===== src/rtl/spi_seq_pkg.sv =====
// Shared types and constants for the SPI burst sequencer and its TX FIFO.
package spi_seq_pkg;

  localparam int BYTE_W = 8;
  localparam int CFG_W  = 11;

  // Byte sent when a burst needs data but the host has not supplied any.
  localparam logic [BYTE_W-1:0] FILLER_BYTE = 8'h00;

  typedef enum logic [2:0] {
    IDLE,
    SETUP,
    LOAD,
    ISSUE,
    WAIT_RX,
    WAIT_RDY,
    HOLD
  } seq_state_t;

endpackage


===== src/rtl/spi_tx_fifo.sv =====
// Synchronous FIFO holding host bytes until the sequencer hands them to the
// SPI controller. DEPTH must be a power of two so the pointers wrap for free.
module spi_tx_fifo
  import spi_seq_pkg::*;
#(
  parameter int DEPTH = 16
) (
  input  logic                     i_clk,
  input  logic                     i_rst_n,
  input  logic                     push,
  input  logic [BYTE_W-1:0]        wr_data,
  input  logic                     pop,
  output logic [BYTE_W-1:0]        rd_data,
  output logic                     full,
  output logic                     empty,
  output logic [$clog2(DEPTH):0]   level
);

  localparam int AW = $clog2(DEPTH);

  logic [BYTE_W-1:0] mem [DEPTH];
  logic [AW-1:0]     wr_ptr;
  logic [AW-1:0]     rd_ptr;
  logic              push_ok;
  logic              pop_ok;

  // A push into a full FIFO still fits when a pop frees a slot in the same cycle.
  assign pop_ok  = pop && !empty;
  assign push_ok = push && (!full || pop_ok);
  assign full    = (level == (AW+1)'(DEPTH));
  assign empty   = (level == '0);
  assign rd_data = mem[rd_ptr];

  // Storage array; no reset needed since the level gates every read.
  always_ff @(posedge i_clk) begin
    if (push_ok) mem[wr_ptr] <= wr_data;
  end

  // Pointers and occupancy; a simultaneous push and pop leaves the level alone.
  always_ff @(posedge i_clk or negedge i_rst_n) begin
    if (!i_rst_n) begin
      wr_ptr <= '0;
      rd_ptr <= '0;
      level  <= '0;
    end else begin
      if (push_ok) wr_ptr <= wr_ptr + 1'b1;
      if (pop_ok)  rd_ptr <= rd_ptr + 1'b1;
      case ({push_ok, pop_ok})
        2'b10:   level <= level + 1'b1;
        2'b01:   level <= level - 1'b1;
        default: level <= level;
      endcase
    end
  end

endmodule


===== src/rtl/spi_burst_sequencer.sv =====
// Burst sequencer sitting in front of the SPI controller: owns chip-select
// timing, feeds bytes from the TX FIFO over the controller's tx/valid/ready
// handshake and returns each received byte to the host as a strobe.
module spi_burst_sequencer
  import spi_seq_pkg::*;
#(
  parameter int DEPTH    = 16,
  parameter int CS_SETUP = 4,
  parameter int CS_HOLD  = 4
) (
  input  logic                    i_clk,
  input  logic                    i_rst_n,
  input  logic [CFG_W-1:0]        i_cfg,
  input  logic [7:0]              i_len,
  input  logic                    i_start,
  input  logic [BYTE_W-1:0]       i_wr_data,
  input  logic                    i_wr_en,
  output logic [$clog2(DEPTH):0]  o_tx_level,
  output logic                    o_overflow,
  output logic                    o_underrun,
  output logic [BYTE_W-1:0]       o_rd_data,
  output logic                    o_rd_valid,
  output logic                    o_busy,
  output logic                    o_done,
  output logic [CFG_W-1:0]        o_spi_config,
  output logic [BYTE_W-1:0]       o_spi_tx,
  output logic                    o_spi_tx_valid,
  input  logic [BYTE_W-1:0]       i_spi_rx,
  input  logic                    i_spi_rx_valid,
  input  logic                    i_spi_ready,
  output logic                    o_cs_n
);

  localparam int CNT_MAX = (CS_SETUP > CS_HOLD) ? CS_SETUP : CS_HOLD;
  localparam int CNT_W   = (CNT_MAX < 2) ? 1 : $clog2(CNT_MAX);

  seq_state_t         state_q, state_d;
  logic [CNT_W-1:0]   cnt_q, cnt_d;
  logic [7:0]         rem_q, rem_d;
  logic [CFG_W-1:0]   cfg_q, cfg_d;
  logic [BYTE_W-1:0]  tx_q, tx_d;
  logic               tx_valid_q, tx_valid_d;
  logic               cs_n_q, cs_n_d;
  logic [BYTE_W-1:0]  rd_data_q, rd_data_d;
  logic               rd_valid_q, rd_valid_d;
  logic               underrun_q, underrun_d;
  logic               done_q, done_d;
  logic               overflow_q;

  logic               fifo_pop;
  logic [BYTE_W-1:0]  fifo_rd_data;
  logic               fifo_full;
  logic               fifo_empty;

  assign fifo_pop = (state_q == LOAD) && !fifo_empty;

  spi_tx_fifo #(
    .DEPTH (DEPTH)
  ) u_fifo (
    .i_clk   (i_clk),
    .i_rst_n (i_rst_n),
    .push    (i_wr_en),
    .wr_data (i_wr_data),
    .pop     (fifo_pop),
    .rd_data (fifo_rd_data),
    .full    (fifo_full),
    .empty   (fifo_empty),
    .level   (o_tx_level)
  );

  // Drop pulse is registered so it lands the cycle after the rejected push.
  always_ff @(posedge i_clk or negedge i_rst_n) begin
    if (!i_rst_n) overflow_q <= 1'b0;
    else          overflow_q <= i_wr_en && fifo_full && !fifo_pop;
  end

  // FSM state and every registered output; reset releases CS_n immediately.
  always_ff @(posedge i_clk or negedge i_rst_n) begin
    if (!i_rst_n) begin
      state_q    <= IDLE;
      cnt_q      <= '0;
      rem_q      <= '0;
      cfg_q      <= '0;
      tx_q       <= '0;
      tx_valid_q <= 1'b0;
      cs_n_q     <= 1'b1;
      rd_data_q  <= '0;
      rd_valid_q <= 1'b0;
      underrun_q <= 1'b0;
      done_q     <= 1'b0;
    end else begin
      state_q    <= state_d;
      cnt_q      <= cnt_d;
      rem_q      <= rem_d;
      cfg_q      <= cfg_d;
      tx_q       <= tx_d;
      tx_valid_q <= tx_valid_d;
      cs_n_q     <= cs_n_d;
      rd_data_q  <= rd_data_d;
      rd_valid_q <= rd_valid_d;
      underrun_q <= underrun_d;
      done_q     <= done_d;
    end
  end

  // Next-state and output decode; pulses default low, everything else holds.
  always_comb begin
    state_d    = state_q;
    cnt_d      = cnt_q;
    rem_d      = rem_q;
    cfg_d      = cfg_q;
    tx_d       = tx_q;
    tx_valid_d = tx_valid_q;
    cs_n_d     = cs_n_q;
    rd_data_d  = rd_data_q;
    rd_valid_d = 1'b0;
    underrun_d = 1'b0;
    done_d     = 1'b0;
    case (state_q)
      IDLE: begin
        if (i_start && (i_len != 8'd0) && i_spi_ready) begin
          state_d = SETUP;
          cfg_d   = i_cfg;
          rem_d   = i_len;
          cs_n_d  = 1'b0;
          cnt_d   = CNT_W'(CS_SETUP - 1);
        end
      end
      SETUP: begin
        if (cnt_q == '0) state_d = LOAD;
        else             cnt_d   = cnt_q - 1'b1;
      end
      LOAD: begin
        if (fifo_empty) begin
          tx_d       = FILLER_BYTE;
          underrun_d = 1'b1;
        end else begin
          tx_d = fifo_rd_data;
        end
        tx_valid_d = 1'b1;
        state_d    = ISSUE;
      end
      ISSUE: begin
        // Ready falls late through the controller's synchronizer, so keep
        // presenting the byte until the drop is actually seen.
        if (!i_spi_ready) begin
          tx_valid_d = 1'b0;
          state_d    = WAIT_RX;
        end
      end
      WAIT_RX: begin
        if (i_spi_rx_valid) begin
          rd_data_d  = i_spi_rx;
          rd_valid_d = 1'b1;
          rem_d      = rem_q - 1'b1;
          state_d    = WAIT_RDY;
        end
      end
      WAIT_RDY: begin
        if (i_spi_ready) begin
          if (rem_q == 8'd0) begin
            state_d = HOLD;
            cnt_d   = CNT_W'(CS_HOLD - 1);
          end else begin
            state_d = LOAD;
          end
        end
      end
      HOLD: begin
        if (cnt_q == '0) begin
          cs_n_d  = 1'b1;
          done_d  = 1'b1;
          state_d = IDLE;
        end else begin
          cnt_d = cnt_q - 1'b1;
        end
      end
      default: state_d = IDLE;
    endcase
  end

  assign o_busy         = (state_q != IDLE);
  assign o_spi_config   = cfg_q;
  assign o_spi_tx       = tx_q;
  assign o_spi_tx_valid = tx_valid_q;
  assign o_cs_n         = cs_n_q;
  assign o_rd_data      = rd_data_q;
  assign o_rd_valid     = rd_valid_q;
  assign o_underrun     = underrun_q;
  assign o_done         = done_q;
  assign o_overflow     = overflow_q;

endmodule


===== config.mk =====
export PLATFORM = sky130hd
export DESIGN_NAME = spi_burst_sequencer
export DESIGN_NICKNAME = d
export VERILOG_FILES = /design/src/rtl/spi_seq_pkg.sv /design/src/rtl/spi_tx_fifo.sv /design/src/rtl/spi_burst_sequencer.sv
export SDC_FILE = /design/constraint.sdc
export NUM_CORES = 1
export LEC_CHECK = 0
export ABC_AREA = 1
export CAP_MARGIN = 5
export CORE_UTILIZATION = 52
export DETAILED_ROUTE_END_ITERATION = 16
export PLACE_DENSITY = 0.87
export SYNTH_ARGS = -nofsm -noshare
export SYNTH_HDL_FRONTEND = slang
export SYNTH_SLANG_ARGS = --single-unit

===== constraint.sdc =====
create_clock -name i_clk -period 2.04 [get_ports i_clk]
set_input_delay 0.306 -clock i_clk [delete_from_list [all_inputs] [get_ports i_clk]]
set_output_delay 0.306 -clock i_clk [all_outputs]
set_load 0.03 [all_outputs]

==> flow_summary.toml, run 1 <==
[synth]
synth-xor-area-share = 0.0102
main_combinational_cell_family_by_area_after_synthesis = "simple AND/OR/NAND/NOR gates"
count_of_yosys_warnings_during_synthesis = 0
synth_simple_gate_area_frac = 0.257
ys_dominant_reg_cell = "sky130_fd_sc_hd__edfxtp_1"
fraction_of_the_mapped_netlist_area_in_compound_gates = 0.0224
muxShareOfSynthArea = 0
synth_area_sq_um = 8600
instance_count_of_the_mapped_netlist = 907
synth_top_area_frac = 0.447
yosys.area_share.adder = 0.0175
yosys-top-cells-count = "sky130_fd_sc_hd__nand2_1 (356), sky130_fd_sc_hd__edfxtp_1 (128), sky130_fd_sc_hd__nand3_1 (108)"
main_area_contributors_after_synthesis = "sky130_fd_sc_hd__edfxtp_1 (45%), sky130_fd_sc_hd__dfrtp_1 (17%), sky130_fd_sc_hd__nand2_1 (16%)"
post_synth_edffs = 128
postSynth.asyncResetShare = 0.316
mappedNetlistNets = 960
synth-seq-cells = 187
yosysSeqAreaShare = 0.619
syn_area_per_cell_sq_um = 9.49
synth_cell_types = 38
post-synth-top-count-cell = "sky130_fd_sc_hd__nand2_1"
top_cell_type_by_total_area_after_synthesis = "sky130_fd_sc_hd__edfxtp_1"

[route]
route.detailed.drc = 0
post_drt_wl_per_cell_microns = 16.3
via_count = 6600
drt-vias-per-instance = 5.29
number_of_iterations_in_the_first_detailed_routing_pass = 5
drt_iter0_markers = 815
finalWirelength_mm = 20.3
detail-route-antenna-nets = 0

[status]
run_status = "completed"

[power_and_ir_drop]
power.static_leakage_nw = 4.79
sum_of_internal_switching_and_leakage_power_w = 0.0154
max-vdd-ir-drop_mv = 1.02
powerDensity_nw_per_um2 = 1460

[min_path]
hold_path_startpoint = "i_spi_rx[6]"
whs_endpoint = "o_rd_data[6]"
worstHoldPathCells = 3
min_delay_path_class = "in2reg"

[clock_tree]
library_cell_used_as_clock_root_buffer = "sky130_fd_sc_hd__clkbuf_16"
tritoncts = "built"
clkTransAtPathRegs_ps = 70
clock_sink_total = 187
cts_buffers = 17
clock_path_buffers = 2
clk-insertion-delay-late_ps = 430
cts_max_level = 4

[timing]
timing_max_transition_violations_final = 0
hold-worst-slack_ps = 410
sum_of_negative_setup_slack_ps = 0
timing.final.setup_violations = 0
min_period_over_period = 0.970
grt_setup_unrepaired = "true"
skew_ps = 10.0
timing.fmax_mhz = 505
slew_at_the_pin_closest_to_its_max_slew_limit_ps = 740
finalCriticalPeriod_ps = 1980
relSlewSlack = 0.505
timing_hold_violations_final = 0

[die]
die_height_microns = 131
die_area_sq_um = 17100
initial_utilization = 0.538
fp.coreArea_sq_um = 16000
rows = 46
die-width_microns = 131
boundaryPins = 80

[setup_path]
regToRegSetupSlack_ps = 60
timing.critical_path.to_type = "flip-flop"
cp-start-kind = "flip-flop"
timing.critical_path.fanout_max = 4
crit-reg2reg-capture = "u_fifo.level[4]"
worst-setup-path-type = "reg2reg"
worstRegToRegCells = 15
timing.rr.start = "u_fifo.level[2]"
critical_path_required_ps = 2390
worst-endpoint-arrival_ps = 2330

[final_layout]
flow.area_growth_from_synthesis_pct = 22.7
num_antenna_cells = 0
n_fill_cell = 1160
drive_above_1_share = 0.127
number_of_nets_in_the_finished_design = 1072

[placement]
gpl_wtd_cong = 0.876
post-dp-hpwl_mm = 12.8
io_buffers = 79

[job]
maxCapViolCount = 0

[global_route]
number_of_antenna_violations_at_the_first_check_in_global_routing = 0
global_route.overflow_total = 0
first_global_vias = 6414
grt_max_degree = 60
grt.total_usage = 0.249
grt_first_pass_wirelength_mm = 31.7
==> cells by family after synthesis <==
| group | count (synthesis) |
|---|---|
| adder cells (fa/ha/maj) | 12 |
| flip-flops | 187 |
| AO/OA/AOI/OAI | 30 |
| AND/OR/NAND/NOR | 522 |
| buffers and inverters | 146 |
| XOR/XNOR | 10 |
==> metal layers <==
metal / vias to the layer above / GRT usage / part of all wire
met5: - / 0 / 0
met3: 46 / 0.0476 / 0.066
met4: 0 / 0.124 / 0.032
li1: 3129 / - / -
met1: 3106 / 0.309 / 0.40
met2: 319 / 0.421 / 0.51
==> where the power goes <==
group          total (W)  switching (W)  internal, W
registers        0.00529       0.000439      0.00485
logic            0.00659        0.00425      0.00234
clock network    0.00350        0.00141      0.00209
total             0.0154        0.00610      0.00928
==> state kept, by name (all words and copies together) (netlist names) <==
signal / cells
o_underrun: 1
u_fifo.rd_ptr: 4
o_rd_valid: 1
cnt_q: 2
state_q: 3
o_overflow: 1
u_fifo.wr_ptr: 4
o_spi_tx_valid: 1
u_fifo.mem: 128
o_done: 1
o_spi_config: 11
o_rd_data: 8
u_fifo.level: 5
rem_q: 8
o_spi_tx: 8
o_cs_n: 1
==> area by class of cell <==
type                       instances  area [sq um]  share of cell area
clock inverter                    14           191              0.0181
inverter                         112           424              0.0402
multi-input combinational        574          2730               0.259
clock buffer                      18           439              0.0416
timing repair buffer             127          1170               0.111
tap                              216           270              0.0256
sequential                       187          5330               0.505
==> cells in the final DEF, fill, tap and decap left out, drive strengths merged, types with 3 or more instances in the layout <==
| master | n |
|---|---|
| nand2 | 364 |
| xor2 | 8 |
| clkbuf | 19 |
| inv | 112 |
| edfxtp | 128 |
| a21oi | 3 |
| o21bai | 4 |
| buf | 48 |
| ha | 12 |
| clkinv | 9 |
| nand3 | 110 |
| dfrtp | 58 |
| nor3 | 12 |
| nand4 | 4 |
| nor2 | 31 |
| o21ai | 20 |
| clkdlybuf4s50 | 77 |
| bufinv | 4 |
==> how the worst max path moves through the flow <==
stage	start	to	slack (ps)	cells after the start
floorplan	u_fifo.level[3]	u_fifo.level[4]	-90	14
global placement	i_wr_en	u_fifo.level[3]	10	10
detailed placement	i_wr_en	u_fifo.level[4]	-10	12
CTS	state_q[2]	u_fifo.level[4]	7	15
global route	u_fifo.level[2]	u_fifo.level[4]	-130	15
finish	u_fifo.level[2]	u_fifo.level[4]	60	15
==> what timing repair did <==
| action | CTS | global route |
|---|---|---|
| pin swaps | 0 | 13 |
| hold buffers | 1 | 0 |
| setup endpoints to repair | 1 | 4 |
| setup buffers | 0 | 3 |
| gates resized for setup | 1 | 19 |
| endpoints found under the hold margin | 58 | 0 |
==> critical path: stages (launching register included) <==
cell	delay (ps)
sky130_fd_sc_hd__dfrtp_2	420
sky130_fd_sc_hd__nor2_4	150
sky130_fd_sc_hd__nand3_2	110
sky130_fd_sc_hd__nand2_2	100
sky130_fd_sc_hd__inv_2	50
sky130_fd_sc_hd__ha_4	180
sky130_fd_sc_hd__xor2_2	200
sky130_fd_sc_hd__ha_2	200
sky130_fd_sc_hd__inv_2	30
sky130_fd_sc_hd__nand2_2	70
sky130_fd_sc_hd__nand3_2	90
sky130_fd_sc_hd__nand2_1	100
sky130_fd_sc_hd__nand2_1	50
sky130_fd_sc_hd__nand2_1	60
sky130_fd_sc_hd__nand2_1	40
sky130_fd_sc_hd__o21ai_1	60
==> per-stage QoR <==
step / setup WS, ps / area (sq um) / cells / util
6_report: 61.1 / 10600 / 1248 / 0.660
5_1_grt: -128 / 10600 / 1248 / 0.660
4_1_cts: 6.96 / 10500 / 1245 / 0.654
3_5_place_dp: -14.1 / 9820 / 1212 / 0.614
3_3_place_gp: 12.4 / 9820 / 1212 / 0.614
2_1_floorplan: -93.2 / 8630 / 907 / -
Power figures use the tool's default switching activity.
==> inputs of run 2 (changes only) <==
- CAP_MARGIN: 5 -> unset
- CORE_UTILIZATION: 52 -> 60
- PLACE_DENSITY: 0.87 -> 0.94
- clock period: 2.04 -> 2.5 ns (I/O delays scaled with it)
==> run 2 against run 1 <==
Sequential share of layout area increased by 1.6 points. Sequential cell count stayed put. Sequential power fell by 18%. Non-clock buffer count fell by 19. Critical path depth shrank 10. Via count rose by 6.3%. Final area decreased by 3.2%. Core utilization grew 7.4 points.
==> flow_summary.toml, run 2 (synthesis results as in run 1) <==
[final_layout]
drive_above_1_share = 0.0928
leading_cell_type_in_the_layout_fill_and_taps_excluded = "sky130_fd_sc_hd__nand2_1"
n_fill_cell = 756
top_register = "u_fifo.mem"
fin_cells = 1193
area.sequential_sq_um = 5320
most-common-layout-cells = "sky130_fd_sc_hd__nand2_1 (356), sky130_fd_sc_hd__edfxtp_1 (128), sky130_fd_sc_hd__nand3_1 (108), sky130_fd_sc_hd__inv_1 (102), sky130_fd_sc_hd__clkdlybuf4s50_1 (78)"
multiInputGateArea_sq_um = 2650
num_antenna_cells = 0
flow.area_growth_from_synthesis_pct = 18.8
largest_register_ff_count = 128
number_of_nets_in_the_finished_design = 1053

[clock_tree]
clkTransAtPathRegs_ps = 70
postcts_resize_cnt = 0
setup_fix_buffers_added_after_clock_tree_synthesis = 0
clock_sink_total = 187
clk-insertion-delay-late_ps = 450
cts_max_level = 4
library_cell_used_as_clock_root_buffer = "sky130_fd_sc_hd__clkbuf_16"
tritoncts = "built"
hold_bufs_inserted_after_cts = 0
cts_buffers = 17
clock_path_buffers = 2

[setup_path]
regToRegSetupSlack_ps = 210
worst_path_largest_cell_delay_ps = 600
worstRegToRegCells = 15
cp_cell_sequence = "inv_2, nand2_2, nor2_4, inv_1, clkdlybuf4s50_1"
crit_family = "buffers and inverters"
cp-start-kind = "flip-flop"
worst_setup_path_startpoint = "state_q[1]"
timing.rr.start = "state_q[2]"
worst-endpoint-arrival_ps = 1960
critical_path_required_ps = 2120
timing.critical_path.fanout_max = 7
worst-path-buf-inv = 3
timing.critical_path.to_type = "output pin"
worst-setup-path-type = "reg2out"
crit-reg2reg-capture = "u_fifo.level[4]"
critical_path.slowest_cell = "sky130_fd_sc_hd__clkdlybuf4s50_1"

[route]
detail-route-antenna-nets = 0
drt-vias-per-instance = 5.88
post_drt_wl_per_cell_microns = 18.8
finalWirelength_mm = 22.4
route.detailed.drc = 0
via_count = 7017
drt_iter0_markers = 818
number_of_iterations_in_the_first_detailed_routing_pass = 7

[timing]
timing_hold_violations_final = 0
finalCriticalPeriod_ps = 2330
timing.final.setup_violations = 0
hold-worst-slack_ps = 79.4
min_period_over_period = 0.933
grt_setup_unrepaired = "false"
timing.fmax_mhz = 429
fin_ws_ps = 168
timing_max_transition_violations_final = 0
slew_at_the_pin_closest_to_its_max_slew_limit_ps = 789
skew_ps = 6.07
relSlewSlack = 0.473
sum_of_negative_setup_slack_ps = 0

[global_route]
grt.total_usage = 0.320
global_route.overflow_total = 0
first_global_vias = 6912
grt_first_pass_wirelength_mm = 35.1
number_of_antenna_violations_at_the_first_check_in_global_routing = 0
grt_max_degree = 67

[die]
fp.coreArea_sq_um = 13900
die_area_sq_um = 14800
rows = 43
boundaryPins = 80
die-width_microns = 122
die_height_microns = 122
initial_utilization = 0.617

[power_and_ir_drop]
seqPwrFrac = 0.352
max-vdd-ir-drop_mv = 0.848
power.static_leakage_nw = 4.66
power_switching_share = 0.414
clockPowerShare = 0.224
powerDensity_nw_per_um2 = 1210
p_sw_w = 0.00511
power_report.internal_total_w = 0.00723
sum_of_internal_switching_and_leakage_power_w = 0.0123
combinationalPowerShare = 0.424

[placement]
post-dp-hpwl_mm = 13.5
placement_setup_slack_ps = 244
dpl.cell_count = 1161
gpl_wtd_cong = 0.872
io_buffers = 79

[status]
run_status = "completed"

[job]
maxCapViolCount = 0

[min_path]
min_delay_path_class = "in2async"
run 2: changes by cell type in the layout (fill, tap and decap cells not counted), moves of 3 or more:
cell,change
sky130_fd_sc_hd__dfrtp_2,-5
sky130_fd_sc_hd__clkinvlp_4,+3
sky130_fd_sc_hd__buf_4,-15
sky130_fd_sc_hd__clkinv_2,-3
sky130_fd_sc_hd__dfrtp_1,+5
run 2: worst max-delay path by stage:
stage                            to  slack, ps  cells after the start
floorplan           u_fifo.level[4]        190                     16
global placement    u_fifo.level[4]        300                     13
detailed placement  u_fifo.level[4]        240                     11
CTS                          o_busy        160                      5
global route        u_fifo.level[4]         20                     16
finish                       o_busy        170                      5
run 2: layout make-up:
| class | instances | share of cell area |
|---|---|---|
| inverter | 112 | 0.0415 |
| sequential | 187 | 0.521 |
| multi-input combinational | 574 | 0.259 |
| clock buffer | 19 | 0.0424 |
| tap | 180 | 0.0220 |
| timing repair buffer | 108 | 0.0982 |
| clock inverter | 13 | 0.0163 |
run 2: through the flow:
stage	util	cell area (sq um)
2_1_floorplan	-	8600
3_3_place_gp	0.690	9620
3_5_place_dp	0.690	9620
4_1_cts	0.733	10200
5_1_grt	0.734	10200
6_report	0.734	10200
run 2: power by group through the flow:
stage / registers, W / logic, W / clock network [W]
floorplan: 0.00479 / 0.00296 / 0
global placement: 0.00432 / 0.00477 / 0
detailed placement: 0.00436 / 0.00496 / 0
CTS: 0.00433 / 0.00512 / 0.00277
global route: 0.00440 / 0.00561 / 0.00289
finish: 0.00435 / 0.00523 / 0.00276
run 2: per-layer routing:
layer	wire, microns	GRT usage
met1	7860	0.387
met2	11200	0.526
met3	2210	0.0843
met4	1200	0.171
met5	0	0
==> inputs of run 3 (changes only) <==
- ABC_AREA: 1 -> 0
- CELL_PAD_IN_SITES_DETAIL_PLACEMENT: unset -> 2
- CELL_PAD_IN_SITES_GLOBAL_PLACEMENT: unset -> 2
- CORE_UTILIZATION: 60 -> 45
- PLACE_DENSITY: 0.94 -> 0.95
==> run 3 against run 2 <==
The flow now finishes with violations (setup timing). Core utilization fell by 15 points. Combinational power hardly changed. Critical path depth up 7. Clock-buffer cell count fell by 1. Cell count is 27% lower. Maximum frequency shrank 13%. First-iteration DRC count fell by 55%. Critical path type is now reg2reg. Largest power group unchanged.
==> flow_summary.toml, run 3 <==
[status]
run_status = "finished, violations left"
violations = "setup timing"

[clock_tree]
hold_bufs_inserted_after_cts = 0
tritoncts = "built"
cts_buffers = 17
clock_sink_total = 187
library_cell_used_as_clock_root_buffer = "sky130_fd_sc_hd__clkbuf_16"
clkTransAtPathRegs_ps = 80
clk-insertion-delay-late_ps = 440
clock_path_buffers = 2
cts_max_level = 4

[route]
route.detailed.drc = 0
finalWirelength_mm = 24.3
detail-route-antenna-nets = 0
via_count = 5037
post_drt_wl_per_cell_microns = 28.0
number_of_iterations_in_the_first_detailed_routing_pass = 5
drt_iter0_markers = 365
drt-vias-per-instance = 5.79

[global_route]
grt_max_degree = 35
grt_first_pass_wirelength_mm = 36.8
global_route.overflow_total = 0
grt.total_usage = 0.285
first_global_vias = 5712
number_of_antenna_violations_at_the_first_check_in_global_routing = 0

[power_and_ir_drop]
powerDensity_nw_per_um2 = 1230
power.static_leakage_nw = 3.75
max-vdd-ir-drop_mv = 0.692

[final_layout]
drive_above_1_share = 0.262
largest_register_ff_count = 128
most-common-layout-cells = "sky130_fd_sc_hd__edfxtp_1 (128), sky130_fd_sc_hd__clkdlybuf4s50_1 (77), sky130_fd_sc_hd__dfrtp_1 (56), sky130_fd_sc_hd__nand2_1 (52), sky130_fd_sc_hd__buf_4 (49)"
number_of_nets_in_the_finished_design = 685
top_register = "u_fifo.mem"
leading_cell_type_in_the_layout_fill_and_taps_excluded = "sky130_fd_sc_hd__edfxtp_1"
flow.area_growth_from_synthesis_pct = 26.2
num_antenna_cells = 0
postLayoutCellArea_sq_um = 10100
utilization = 0.582

[synth]
synth_cell_types = 55
main_area_contributors_after_synthesis = "sky130_fd_sc_hd__edfxtp_1 (48%), sky130_fd_sc_hd__dfrtp_1 (18%), sky130_fd_sc_hd__mux4_2 (9.3%)"
synth_area_sq_um = 7980
mappedNetlistNets = 559
count_of_yosys_warnings_during_synthesis = 0
syn_area_per_cell_sq_um = 15.8
top_cell_type_by_total_area_after_synthesis = "sky130_fd_sc_hd__edfxtp_1"
synth-seq-cells = 187
instance_count_of_the_mapped_netlist = 506
synth_top_area_frac = 0.482
yosys-top-cells-count = "sky130_fd_sc_hd__edfxtp_1 (128), sky130_fd_sc_hd__dfrtp_1 (58), sky130_fd_sc_hd__nand2_1 (52)"
yosysSeqAreaShare = 0.667
ys_dominant_reg_cell = "sky130_fd_sc_hd__edfxtp_1"
post-synth-top-count-cell = "sky130_fd_sc_hd__edfxtp_1"
post_synth_edffs = 128
postSynth.asyncResetShare = 0.316

[die]
initial_utilization = 0.461
fp.coreArea_sq_um = 17300
boundaryPins = 80
die_area_sq_um = 18300
rows = 48
die_height_microns = 135
die-width_microns = 135

[setup_path]
timing.critical_path.fanout_max = 3
timing.critical_path.to_type = "flip-flop"
crit_family = "simple AND/OR/NAND/NOR gates"
cp_cell_sequence = "or3b_4, a31oi_4, inv_2, ha_4, buf_6, xor2_2, ha_4, buf_6, a21oi_2, xor2_1, nor2_1, xor2_1"
critical_path.slowest_cell = "sky130_fd_sc_hd__or3b_4"
timing.critical_path.depth = 12
worst_path_largest_cell_delay_ps = 440
worst_setup_path_startpoint = "state_q[0]"
critical_path_required_ps = 2830
worst-setup-path-type = "reg2reg"
cp-start-kind = "flip-flop"
worst-endpoint-arrival_ps = 3030
worstRegToRegCells = 12
timing.rr.start = "state_q[0]"
worst-path-buf-inv = 3

[timing]
timing.fmax_mhz = 371
relSlewSlack = 0.383
skew_ps = 12.1
fin_ws_ps = -194
grt_setup_unrepaired = "true"
timing.final.setup_violations = 2
timing_hold_violations_final = 0
timing_max_transition_violations_final = 0
finalCriticalPeriod_ps = 2690
slew_at_the_pin_closest_to_its_max_slew_limit_ps = 926
min_period_over_period = 1.08

[placement]
post-dp-hpwl_mm = 15.6
io_buffers = 79
dpl-instance-area_sq_um = 9320
gpl_wtd_cong = 0.870
placement_setup_slack_ps = -349

[min_path]
min_delay_path_class = "in2async"

[job]
maxCapViolCount = 0
[run 3: cell types whose count changed in the layout (fill, tap and decap cells not counted), sizes merged, moves of 10 or more]
cell	before	now
nand2	364	52
nand3	110	4
inv	113	29
mux4	0	33
buf	30	57
mux2	0	18
mux2i	0	16
o221ai	0	11
a21oi	3	13
nor2	31	21
o21ai	20	10
[run 3: path summary, 6_finish.rpt]
| kind | to | slack, ps |
|---|---|---|
| setup / recovery | u_fifo.level[2] | -190 |
| hold / removal | u_fifo.level[4] | 70 |
| setup reg to reg | u_fifo.level[2] | -190 |
| hold reg to reg | o_cs_n | 480 |
| max in group asynchronous | o_cs_n | 1710 |
| min in group i_clk | o_rd_data[2] | 460 |
[run 3: stage by stage]
step | hold slack [ps] | setup TNS, ps | power (W) | std cells
5_1_grt | 115 | -529 | 0.0129 | 870
2_1_floorplan | 79.4 | -279 | 0.00745 | 506
3_5_place_dp | 471 | -349 | 0.00934 | 828
4_1_cts | 59.4 | -224 | 0.0122 | 867
6_report | 68.6 | -307 | 0.0124 | 870
3_3_place_gp | 458 | -106 | 0.00886 | 828
[run 3: power breakdown]
group          switching [W]  internal, W
Sequential          0.000539      0.00399
Clock                0.00131      0.00132
Combinational        0.00294      0.00231
[run 3: routing by layer]
metal  GRT usage  vias to the layer above  routed length (microns)
li1            -                     2184                        -
met1       0.352                     2676                     9710
met2       0.513                      146                    13300
met3      0.0408                       31                      819
met4      0.0936                        0                      472
met5           0                        -                        0
[run 3: cell type report]
cell class	count	area (sq um)
well taps	225	282
repair buffers	135	1270
inverters	19	71.3
clock inverters	14	124
flip-flops and latches	187	5320
clock buffers	18	429
fillers	1496	7230
multi-input cells	272	2570
[run 3: what timing repair did]
action	CTS	global route
endpoints found under the hold margin	0	0
buffers inserted	7	3
resized for setup	13	10
pin swaps	7	10
endpoints found under the setup margin	3	3
[run 3: logic make-up after synthesis]
family | Yosys count | share of synthesized area
simple gates | 124 | 0.0800
xor+xnor | 11 | 0.0121
fa+ha+maj | 12 | 0.0188
mux | 67 | 0.143
buf+inv | 47 | 0.0248
compound gates | 58 | 0.0540
flops | 187 | 0.667
